File: src/rtl/instr_register_pkg.sv
// ============================================================================
// instr_register_pkg : shared types and constants for the instruction register
// arbiter. Revision 1.0
// ============================================================================
`default_nettype none

package instr_register_pkg;

  localparam int NUM_LOCATIONS = 32;

  typedef enum logic [2:0] {
    ZERO  = 3'd0,
    PASSA = 3'd1,
    PASSB = 3'd2,
    ADD   = 3'd3,
    SUB   = 3'd4,
    MULT  = 3'd5,
    DIV   = 3'd6,
    MOD   = 3'd7
  } opcode_t;

  typedef logic signed [31:0] operand_t;
  typedef logic [4:0]         address_t;
  typedef logic [5:0]         count_t;

  typedef struct packed {
    opcode_t  opc;
    operand_t op_a;
    operand_t op_b;
  } instruction_t;

  typedef enum logic [1:0] {
    IDLE = 2'd0,
    LOAD = 2'd1,
    FULL = 2'd2
  } arb_state_t;

  function automatic count_t popcount32(input logic [NUM_LOCATIONS-1:0] bits);
    count_t n;
    n = '0;
    for (int i = 0; i < NUM_LOCATIONS; i++) begin
      n = n + count_t'(bits[i]);
    end
    return n;
  endfunction

endpackage

`default_nettype wire

File: src/rtl/instr_reg_arbiter_if.sv
// ============================================================================
// instr_reg_arbiter_if : requester, read and instruction-register signals.
// Revision 1.0
// ============================================================================
`default_nettype none

interface instr_reg_arbiter_if;
  import instr_register_pkg::*;

  logic     req0_valid;
  logic     req0_ready;
  opcode_t  req0_opcode;
  operand_t req0_op_a;
  operand_t req0_op_b;

  logic     req1_valid;
  logic     req1_ready;
  opcode_t  req1_opcode;
  operand_t req1_op_a;
  operand_t req1_op_b;

  logic     rd_req;
  address_t rd_addr;
  logic     rd_ack;
  logic     rd_hit;

  logic     ir_load_en;
  address_t ir_write_pointer;
  address_t ir_read_pointer;
  opcode_t  ir_opcode;
  operand_t ir_operand_a;
  operand_t ir_operand_b;

  logic     flush;
  count_t   wr_count;
  logic     full;
  logic     last_winner;

  modport master (
    output req0_valid, req0_opcode, req0_op_a, req0_op_b,
    output req1_valid, req1_opcode, req1_op_a, req1_op_b,
    output rd_req, rd_addr, flush,
    input  req0_ready, req1_ready, rd_ack, rd_hit,
    input  ir_load_en, ir_write_pointer, ir_read_pointer,
    input  ir_opcode, ir_operand_a, ir_operand_b,
    input  wr_count, full, last_winner
  );

  modport slave (
    input  req0_valid, req0_opcode, req0_op_a, req0_op_b,
    input  req1_valid, req1_opcode, req1_op_a, req1_op_b,
    input  rd_req, rd_addr, flush,
    output req0_ready, req1_ready, rd_ack, rd_hit,
    output ir_load_en, ir_write_pointer, ir_read_pointer,
    output ir_opcode, ir_operand_a, ir_operand_b,
    output wr_count, full, last_winner
  );

endinterface

`default_nettype wire

File: src/rtl/instr_reg_arbiter_rr_arbiter2.sv
// ============================================================================
// rr_arbiter2 : two-way round-robin grant, one-hot output. Revision 1.0
// ============================================================================
`default_nettype none

module rr_arbiter2 (
  input  logic       valid0,
  input  logic       valid1,
  input  logic       last_winner,
  output logic [1:0] grant
);

  always_comb begin
    grant = 2'b00;
    if (valid0 && valid1) begin
      // On a tie the requester that did not win last time goes next.
      grant = last_winner ? 2'b01 : 2'b10;
    end else if (valid0) begin
      grant = 2'b01;
    end else if (valid1) begin
      grant = 2'b10;
    end
  end

endmodule

`default_nettype wire

File: src/rtl/instr_reg_arbiter.sv
// ============================================================================
// instr_reg_arbiter : arbitrates two requesters into a 32-entry instruction
// register with sequential allocation, valid tracking and a read port. Rev 1.0
// ============================================================================
`default_nettype none

module instr_reg_arbiter
  import instr_register_pkg::*;
(
  input  logic                clk,
  input  logic                reset,
  instr_reg_arbiter_if.slave  bus
);

  arb_state_t                 r_state;
  arb_state_t                 w_next_state;
  logic [1:0]                 w_grant;
  logic                       w_can_accept;
  logic                       w_accept;
  instruction_t               w_win_instr;

  address_t                   r_wr_ptr;
  count_t                     r_alloc;
  logic [NUM_LOCATIONS-1:0]   r_valid;

  logic                       r_load_en;
  address_t                   r_load_addr;
  instruction_t               r_instr;
  logic                       r_last_winner;

  logic                       r_rd_ack;
  address_t                   r_rd_ptr;
  count_t                     w_wr_count;

  rr_arbiter2 u_rr (
    .valid0      (bus.req0_valid),
    .valid1      (bus.req1_valid),
    .last_winner (r_last_winner),
    .grant       (w_grant)
  );

  // r_alloc counts accepts still in flight too, so the 32nd accept closes
  // the door before its valid bit lands and nothing is ever overwritten.
  assign w_can_accept = !reset && !bus.flush && (r_state != FULL)
                        && (r_alloc != count_t'(NUM_LOCATIONS));
  assign w_accept     = w_can_accept && (|w_grant);

  assign bus.req0_ready = w_can_accept && w_grant[0];
  assign bus.req1_ready = w_can_accept && w_grant[1];

  always_comb begin
    w_win_instr = '{opc: bus.req0_opcode, op_a: bus.req0_op_a, op_b: bus.req0_op_b};
    if (w_grant[1]) begin
      w_win_instr = '{opc: bus.req1_opcode, op_a: bus.req1_op_a, op_b: bus.req1_op_b};
    end
  end

  always_ff @(posedge clk or posedge reset) begin
    if (reset) begin
      r_state <= IDLE;
    end else begin
      r_state <= w_next_state;
    end
  end

  always_comb begin
    w_next_state = r_state;
    case (r_state)
      IDLE: begin
        if (w_accept) w_next_state = LOAD;
      end
      LOAD: begin
        if (r_load_en && (r_load_addr == address_t'(NUM_LOCATIONS - 1))) begin
          w_next_state = FULL;
        end else if (w_accept) begin
          w_next_state = LOAD;
        end else begin
          w_next_state = IDLE;
        end
      end
      FULL:    w_next_state = FULL;
      default: w_next_state = IDLE;
    endcase
    if (bus.flush) w_next_state = IDLE;
  end

  always_ff @(posedge clk or posedge reset) begin
    if (reset) begin
      r_load_en     <= 1'b0;
      r_load_addr   <= '0;
      r_instr       <= '0;
      r_last_winner <= 1'b1;
    end else begin
      r_load_en <= w_accept;
      if (w_accept) begin
        r_load_addr   <= r_wr_ptr;
        r_instr       <= w_win_instr;
        r_last_winner <= w_grant[1];
      end
    end
  end

  always_ff @(posedge clk or posedge reset) begin
    if (reset) begin
      r_wr_ptr <= '0;
      r_alloc  <= '0;
    end else if (bus.flush) begin
      r_wr_ptr <= '0;
      r_alloc  <= '0;
    end else if (w_accept) begin
      r_wr_ptr <= r_wr_ptr + address_t'(1);
      r_alloc  <= r_alloc + count_t'(1);
    end
  end

  // A load completing during a flush still pulses but leaves its bit clear.
  always_ff @(posedge clk or posedge reset) begin
    if (reset) begin
      r_valid <= '0;
    end else if (bus.flush) begin
      r_valid <= '0;
    end else if (r_load_en) begin
      r_valid[r_load_addr] <= 1'b1;
    end
  end

  always_ff @(posedge clk or posedge reset) begin
    if (reset) begin
      r_rd_ack <= 1'b0;
      r_rd_ptr <= '1;
    end else begin
      r_rd_ack <= bus.rd_req;
      if (bus.rd_req) r_rd_ptr <= bus.rd_addr;
    end
  end

  assign w_wr_count = popcount32(r_valid);

  assign bus.rd_ack           = r_rd_ack;
  assign bus.rd_hit           = r_rd_ack && (r_valid[r_rd_ptr]
                                || (r_load_en && (r_load_addr == r_rd_ptr)));
  assign bus.ir_load_en       = r_load_en;
  assign bus.ir_write_pointer = r_load_addr;
  assign bus.ir_read_pointer  = r_rd_ptr;
  assign bus.ir_opcode        = r_instr.opc;
  assign bus.ir_operand_a     = r_instr.op_a;
  assign bus.ir_operand_b     = r_instr.op_b;
  assign bus.wr_count         = w_wr_count;
  assign bus.full             = (w_wr_count == count_t'(NUM_LOCATIONS));
  assign bus.last_winner      = r_last_winner;

endmodule

`default_nettype wire

File: src/flat_wrapper.sv
// flat-port wrapper written by rule: the top's interface ports become plain ports
module instr_reg_arbiter_flat import instr_register_pkg::*;
  (clk, reset, bus_req0_valid, bus_req0_opcode, bus_req0_op_a, bus_req0_op_b, bus_req1_valid, bus_req1_opcode, bus_req1_op_a, bus_req1_op_b, bus_rd_req, bus_rd_addr, bus_flush, bus_req0_ready, bus_req1_ready, bus_rd_ack, bus_rd_hit, bus_ir_load_en, bus_ir_write_pointer, bus_ir_read_pointer, bus_ir_opcode, bus_ir_operand_a, bus_ir_operand_b, bus_wr_count, bus_full, bus_last_winner);
  instr_reg_arbiter_if bus_i ();
  input  logic clk;
  input  logic reset;
  input wire logic [$bits(bus_i.req0_valid)-1:0] bus_req0_valid;
  input wire logic [$bits(bus_i.req0_opcode)-1:0] bus_req0_opcode;
  input wire logic [$bits(bus_i.req0_op_a)-1:0] bus_req0_op_a;
  input wire logic [$bits(bus_i.req0_op_b)-1:0] bus_req0_op_b;
  input wire logic [$bits(bus_i.req1_valid)-1:0] bus_req1_valid;
  input wire logic [$bits(bus_i.req1_opcode)-1:0] bus_req1_opcode;
  input wire logic [$bits(bus_i.req1_op_a)-1:0] bus_req1_op_a;
  input wire logic [$bits(bus_i.req1_op_b)-1:0] bus_req1_op_b;
  input wire logic [$bits(bus_i.rd_req)-1:0] bus_rd_req;
  input wire logic [$bits(bus_i.rd_addr)-1:0] bus_rd_addr;
  input wire logic [$bits(bus_i.flush)-1:0] bus_flush;
  output wire logic [$bits(bus_i.req0_ready)-1:0] bus_req0_ready;
  output wire logic [$bits(bus_i.req1_ready)-1:0] bus_req1_ready;
  output wire logic [$bits(bus_i.rd_ack)-1:0] bus_rd_ack;
  output wire logic [$bits(bus_i.rd_hit)-1:0] bus_rd_hit;
  output wire logic [$bits(bus_i.ir_load_en)-1:0] bus_ir_load_en;
  output wire logic [$bits(bus_i.ir_write_pointer)-1:0] bus_ir_write_pointer;
  output wire logic [$bits(bus_i.ir_read_pointer)-1:0] bus_ir_read_pointer;
  output wire logic [$bits(bus_i.ir_opcode)-1:0] bus_ir_opcode;
  output wire logic [$bits(bus_i.ir_operand_a)-1:0] bus_ir_operand_a;
  output wire logic [$bits(bus_i.ir_operand_b)-1:0] bus_ir_operand_b;
  output wire logic [$bits(bus_i.wr_count)-1:0] bus_wr_count;
  output wire logic [$bits(bus_i.full)-1:0] bus_full;
  output wire logic [$bits(bus_i.last_winner)-1:0] bus_last_winner;
  assign bus_i.req0_valid = bus_req0_valid;
  assign bus_i.req0_opcode = bus_req0_opcode;
  assign bus_i.req0_op_a = bus_req0_op_a;
  assign bus_i.req0_op_b = bus_req0_op_b;
  assign bus_i.req1_valid = bus_req1_valid;
  assign bus_i.req1_opcode = bus_req1_opcode;
  assign bus_i.req1_op_a = bus_req1_op_a;
  assign bus_i.req1_op_b = bus_req1_op_b;
  assign bus_i.rd_req = bus_rd_req;
  assign bus_i.rd_addr = bus_rd_addr;
  assign bus_i.flush = bus_flush;
  assign bus_req0_ready = bus_i.req0_ready;
  assign bus_req1_ready = bus_i.req1_ready;
  assign bus_rd_ack = bus_i.rd_ack;
  assign bus_rd_hit = bus_i.rd_hit;
  assign bus_ir_load_en = bus_i.ir_load_en;
  assign bus_ir_write_pointer = bus_i.ir_write_pointer;
  assign bus_ir_read_pointer = bus_i.ir_read_pointer;
  assign bus_ir_opcode = bus_i.ir_opcode;
  assign bus_ir_operand_a = bus_i.ir_operand_a;
  assign bus_ir_operand_b = bus_i.ir_operand_b;
  assign bus_wr_count = bus_i.wr_count;
  assign bus_full = bus_i.full;
  assign bus_last_winner = bus_i.last_winner;
  instr_reg_arbiter u_core (.clk(clk), .reset(reset), .bus(bus_i));
endmodule
File: config.mk
export PLATFORM = sky130hd
export DESIGN_NAME = instr_reg_arbiter_flat
export DESIGN_NICKNAME = d
export VERILOG_FILES = /design/src/rtl/instr_register_pkg.sv /design/src/rtl/instr_reg_arbiter_if.sv /design/src/rtl/instr_reg_arbiter_rr_arbiter2.sv /design/src/rtl/instr_reg_arbiter.sv /design/src/flat_wrapper.sv
export SDC_FILE = /design/constraint.sdc
export NUM_CORES = 1
export LEC_CHECK = 0
export CAP_MARGIN = 10
export CORE_AREA = 3 3 153 155
export CTS_BUF_LIST = sky130_fd_sc_hd__clkbuf_8
export CTS_CLUSTER_SIZE = 16
export DETAILED_ROUTE_END_ITERATION = 8
export DIE_AREA = 0 0 156 158
export GPL_ROUTABILITY_DRIVEN = 0
export PLACE_DENSITY = 0.59
export SLEW_MARGIN = 10
export SYNTH_ARGS = -nofsm -noshare
export SYNTH_HDL_FRONTEND = slang
export SYNTH_SLANG_ARGS = --single-unit
File: constraint.sdc
create_clock -name clk -period 10.8 [get_ports clk]
set_clock_uncertainty 0.1 [all_clocks]
set_input_delay 1.62 -clock clk [delete_from_list [all_inputs] [get_ports clk]]
set_output_delay 1.62 -clock clk [all_outputs]
set_load 0.1 [all_outputs]
==> flow_summary.ini <==
[setup_path]
worstRegToRegCells = 8
setup.worst_path.class = reg2out
timing.critical_path.cells = ha_1 > inv_1 > fa_1 > fa_1 > fa_1 > fa_1 > fa_1 > fa_1 > inv_1 > fa_1 > inv_1 > fa_1 > inv_1 > a21o_1 > a21oi_1 > xnor2_1 > clkdlybuf4s50_1
critical_path.n_buffers_inverters = 5
delay_of_the_slowest_cell_on_the_worst_path_ps = 1140
critical_path.slowest_cell = clkdlybuf4s50_1
worst-r2r-setup-slack_ps = 7780
critical_path_fanouts_max = 3
worstSetupStartpointType = flip-flop
setup.worst_path.end_class = output pin
path_delay_family = adder cells
cp_common_cell = fa_1
cp_data_arrival_time_ps = 6570
critical_path_depth = 17
crit_required_ps = 9080

[layout]
nets = 1041
finish.cell_count_without_fillers = 1155
drive_above_1_share = 0.06751
syn_to_final_growth_pct = 44.14

[logic_synthesis]
yosys_warnings = 0
synth-xor-area-share = 0.01843
synth_simple_gate_area_share = 0.1121
post_synth_inst_count = 642
synth-compound-area-share = 0.1081
synth-seq-area-share = 0.4713
synth_area_sq_mm = 0.006653
async_s_r_ff_share_synth = 1.000
yosys-mux-area-fraction = 0.1292
synth-edff-count = 0
synth-main-ff-cell = dfrtp_1
yosys.cell_types.count = 49
dominant_combinational_cell_family_by_area_after_synthesis = multiplexers
post_synth.cell_area_avg_sq_um = 10.36
synth-adder-area-share = 0.09291
mappedNetlistNets = 822
postSynthRegisterBits = 125

[die]
io_pins = 235
core_area_sq_mm = 0.02196
std_cell_rows = 54
floorplan.initialDensity = 0.3030
die-height_um = 158
chipWidth_um = 156
fp.dieArea_sq_mm = 0.02465

[sta]
fmaxAchievable_mhz = 120.6
whs_ps = 350.9
drv_slew = 0
max_slew_margin = 0.2652
hold_viol = 0
timing.setup.tns_ps = 0
rsz_0062_raised_after_global_routing = no
worst_pin_slew_ps = 1099
min_period_over_period = 0.7676
finalSetupViolCount = 0
timing.final.crit_period_ps = 8290

[routing]
final_wl_mm = 19.20
routed_wire_length_per_instance_um = 16.63
drc = 0
drt-vias-per-instance = 4.578
routed-via-count = 5288
detailedRoute.firstPassIterationCount = 4
number_of_drc_markers_in_iteration_0 = 301
drtAntennaViolNets = 0

[clocking]
clk_pin_slew_ps = 80
post_cts_resize_count = 0
ctsRootBufferMaster = clkbuf_8
cts_setup_buffers = 0
clock_latency_ps = 430
total_clock_buffers_created_by_cts = 17
hold_buffers = 0
cts_num_sinks = 125
tritoncts = done
maximum_buffer_depth_of_the_clock_tree = 2
cts-htree-levels = 4

[grt]
global_route.overflow_total = 0
grt_max_degree = 104
grt_pass1_wl_mm = 30.14
number_of_global_route_vias_before_repair = 5465
grtUsageTotal = 0.1575
grt_antenna_before_repair = 1

[status]
status = finished, final reports clean

[pwr]
cellPowerDensity_mw_per_mm2 = 174.3
irDropWorstVdd_uv = 89.06
power.leakage_nw = 4.272
fin_total_pwr_w = 0.001671

[job]
max_cap_violations = 0

[worst_hold_path]
min-delay-path-class = reg2reg
hold_path_depth = 1

[place]
dp_hpwl_mm = 14.43
placed_cells = 1121
place.port_buffers = 234
## cell usage in the layout (no fill, tap or decap), types with 9 or more instances in the layout
| master | Yosys | final |
|---|---|---|
| a21oi_1 | 36 | 36 |
| clkbuf_8 | 0 | 17 |
| clkdlybuf4s50_1 | 0 | 234 |
| dfrtp_1 | 119 | 119 |
| fa_1 | 24 | 24 |
| ha_1 | 11 | 11 |
| inv_1 | 52 | 52 |
| mux2i_1 | 69 | 69 |
| nand2_1 | 96 | 96 |
| nor2_1 | 43 | 43 |
| o21ai_0 | 74 | 74 |
| xor2_1 | 9 | 9 |
## logic make-up after synthesis
logic type / count (synthesis)
buffers and inverters: 92
DFF: 125
adders and majority gates: 35
xor gates and xnor gates: 14
AOI/OAI and AO/OA: 129
muxes: 78
and+or+nand+nor: 169
## layer usage
metal / share of wire / global-route usage
met4: 0.010 / 0.03911
met5: 0 / 0
met3: 0.11 / 0.07545
met2: 0.49 / 0.2614
met1: 0.40 / 0.1848
## where the power goes
part / leakage (nW) / switching (W) / internal (W)
clock network: 0.225 / 0.000209 / 0.000256
logic: 2.43 / 0.000477 / 0.000172
registers: 1.62 / 0.0000370 / 0.000520
total: 4.27 / 0.000723 / 0.000948
## flip-flops by register name, indices dropped and copies added, names as in the netlist, 2 cells and up
register,cells
u_core.r_wr_ptr,5
u_core.r_state,2
u_core.r_valid,32
u_core.r_alloc,6
u_core.bus.ir_operand_a,32
u_core.bus.ir_read_pointer,5
u_core.bus.ir_opcode,3
u_core.bus.ir_operand_b,32
u_core.bus.ir_write_pointer,5
## final timing paths
path | to | startpoint
worst max-delay path | bus_wr_count[4] | u_core.r_valid[0]
worst min-delay path | u_core.r_state[0] | u_core.r_state[1]
worst max register to register | u_core.r_alloc[3] | u_core.r_alloc[1]
worst min register to register | u_core.r_state[0] | u_core.r_state[1]
max in group asynchronous | u_core.r_valid[27] | reset
min in group asynchronous | u_core.bus.ir_operand_b[27] | reset
## cell usage after synthesis, types with 2 or more instances
library cell	instances	area share
o2111ai_1	2	0.0026
a2111oi_0	2	0.0026
dfstp_2	6	0.024
inv_1	52	0.029
a311oi_1	2	0.0026
nor2b_1	3	0.0028
mux2_2	3	0.0051
buf_6	10	0.017
ha_1	11	0.021
clkbuf_1	18	0.010
o21ai_0	74	0.056
and3_1	4	0.0038
nor3b_1	4	0.0045
a31oi_1	2	0.0019
a21oi_1	36	0.027
xor2_1	9	0.012
nand3b_1	2	0.0023
buf_4	2	0.0023
mux4_2	6	0.020
a21o_1	3	0.0034
xnor2_1	5	0.0066
buf_2	8	0.0060
nand4_1	3	0.0028
nand2_1	96	0.054
nor2_1	43	0.024
dfrtp_1	119	0.45
mux2i_1	69	0.10
fa_1	24	0.072
nor4_1	2	0.0019
and3b_1	3	0.0040
## stage by stage
step | instance area, sq um | worst slack [ps] | util
after floorplan | 6653 | 923.5 | -
after global placement | 9139 | 3050 | 0.4162
after detailed placement | 9139 | 2937 | 0.4162
after CTS | 9582 | 2445 | 0.4364
after global routing | 9589 | 2105 | 0.4367
final | 9589 | 2510 | 0.4367
## final cells by class
type                            count  area (sq um)
Fill cell                        2136         12370
Sequential cell                   125          3136
Multi-Input combinational cell    425          3077
Timing Repair Buffer              239          2377
Tap cell                          280         350.3
Clock buffer                       17         234.0
Clock inverter                     15         209.0
Inverter                           53         203.9
Antenna cell                        1         2.502
(Power assumes the default switching activity.)
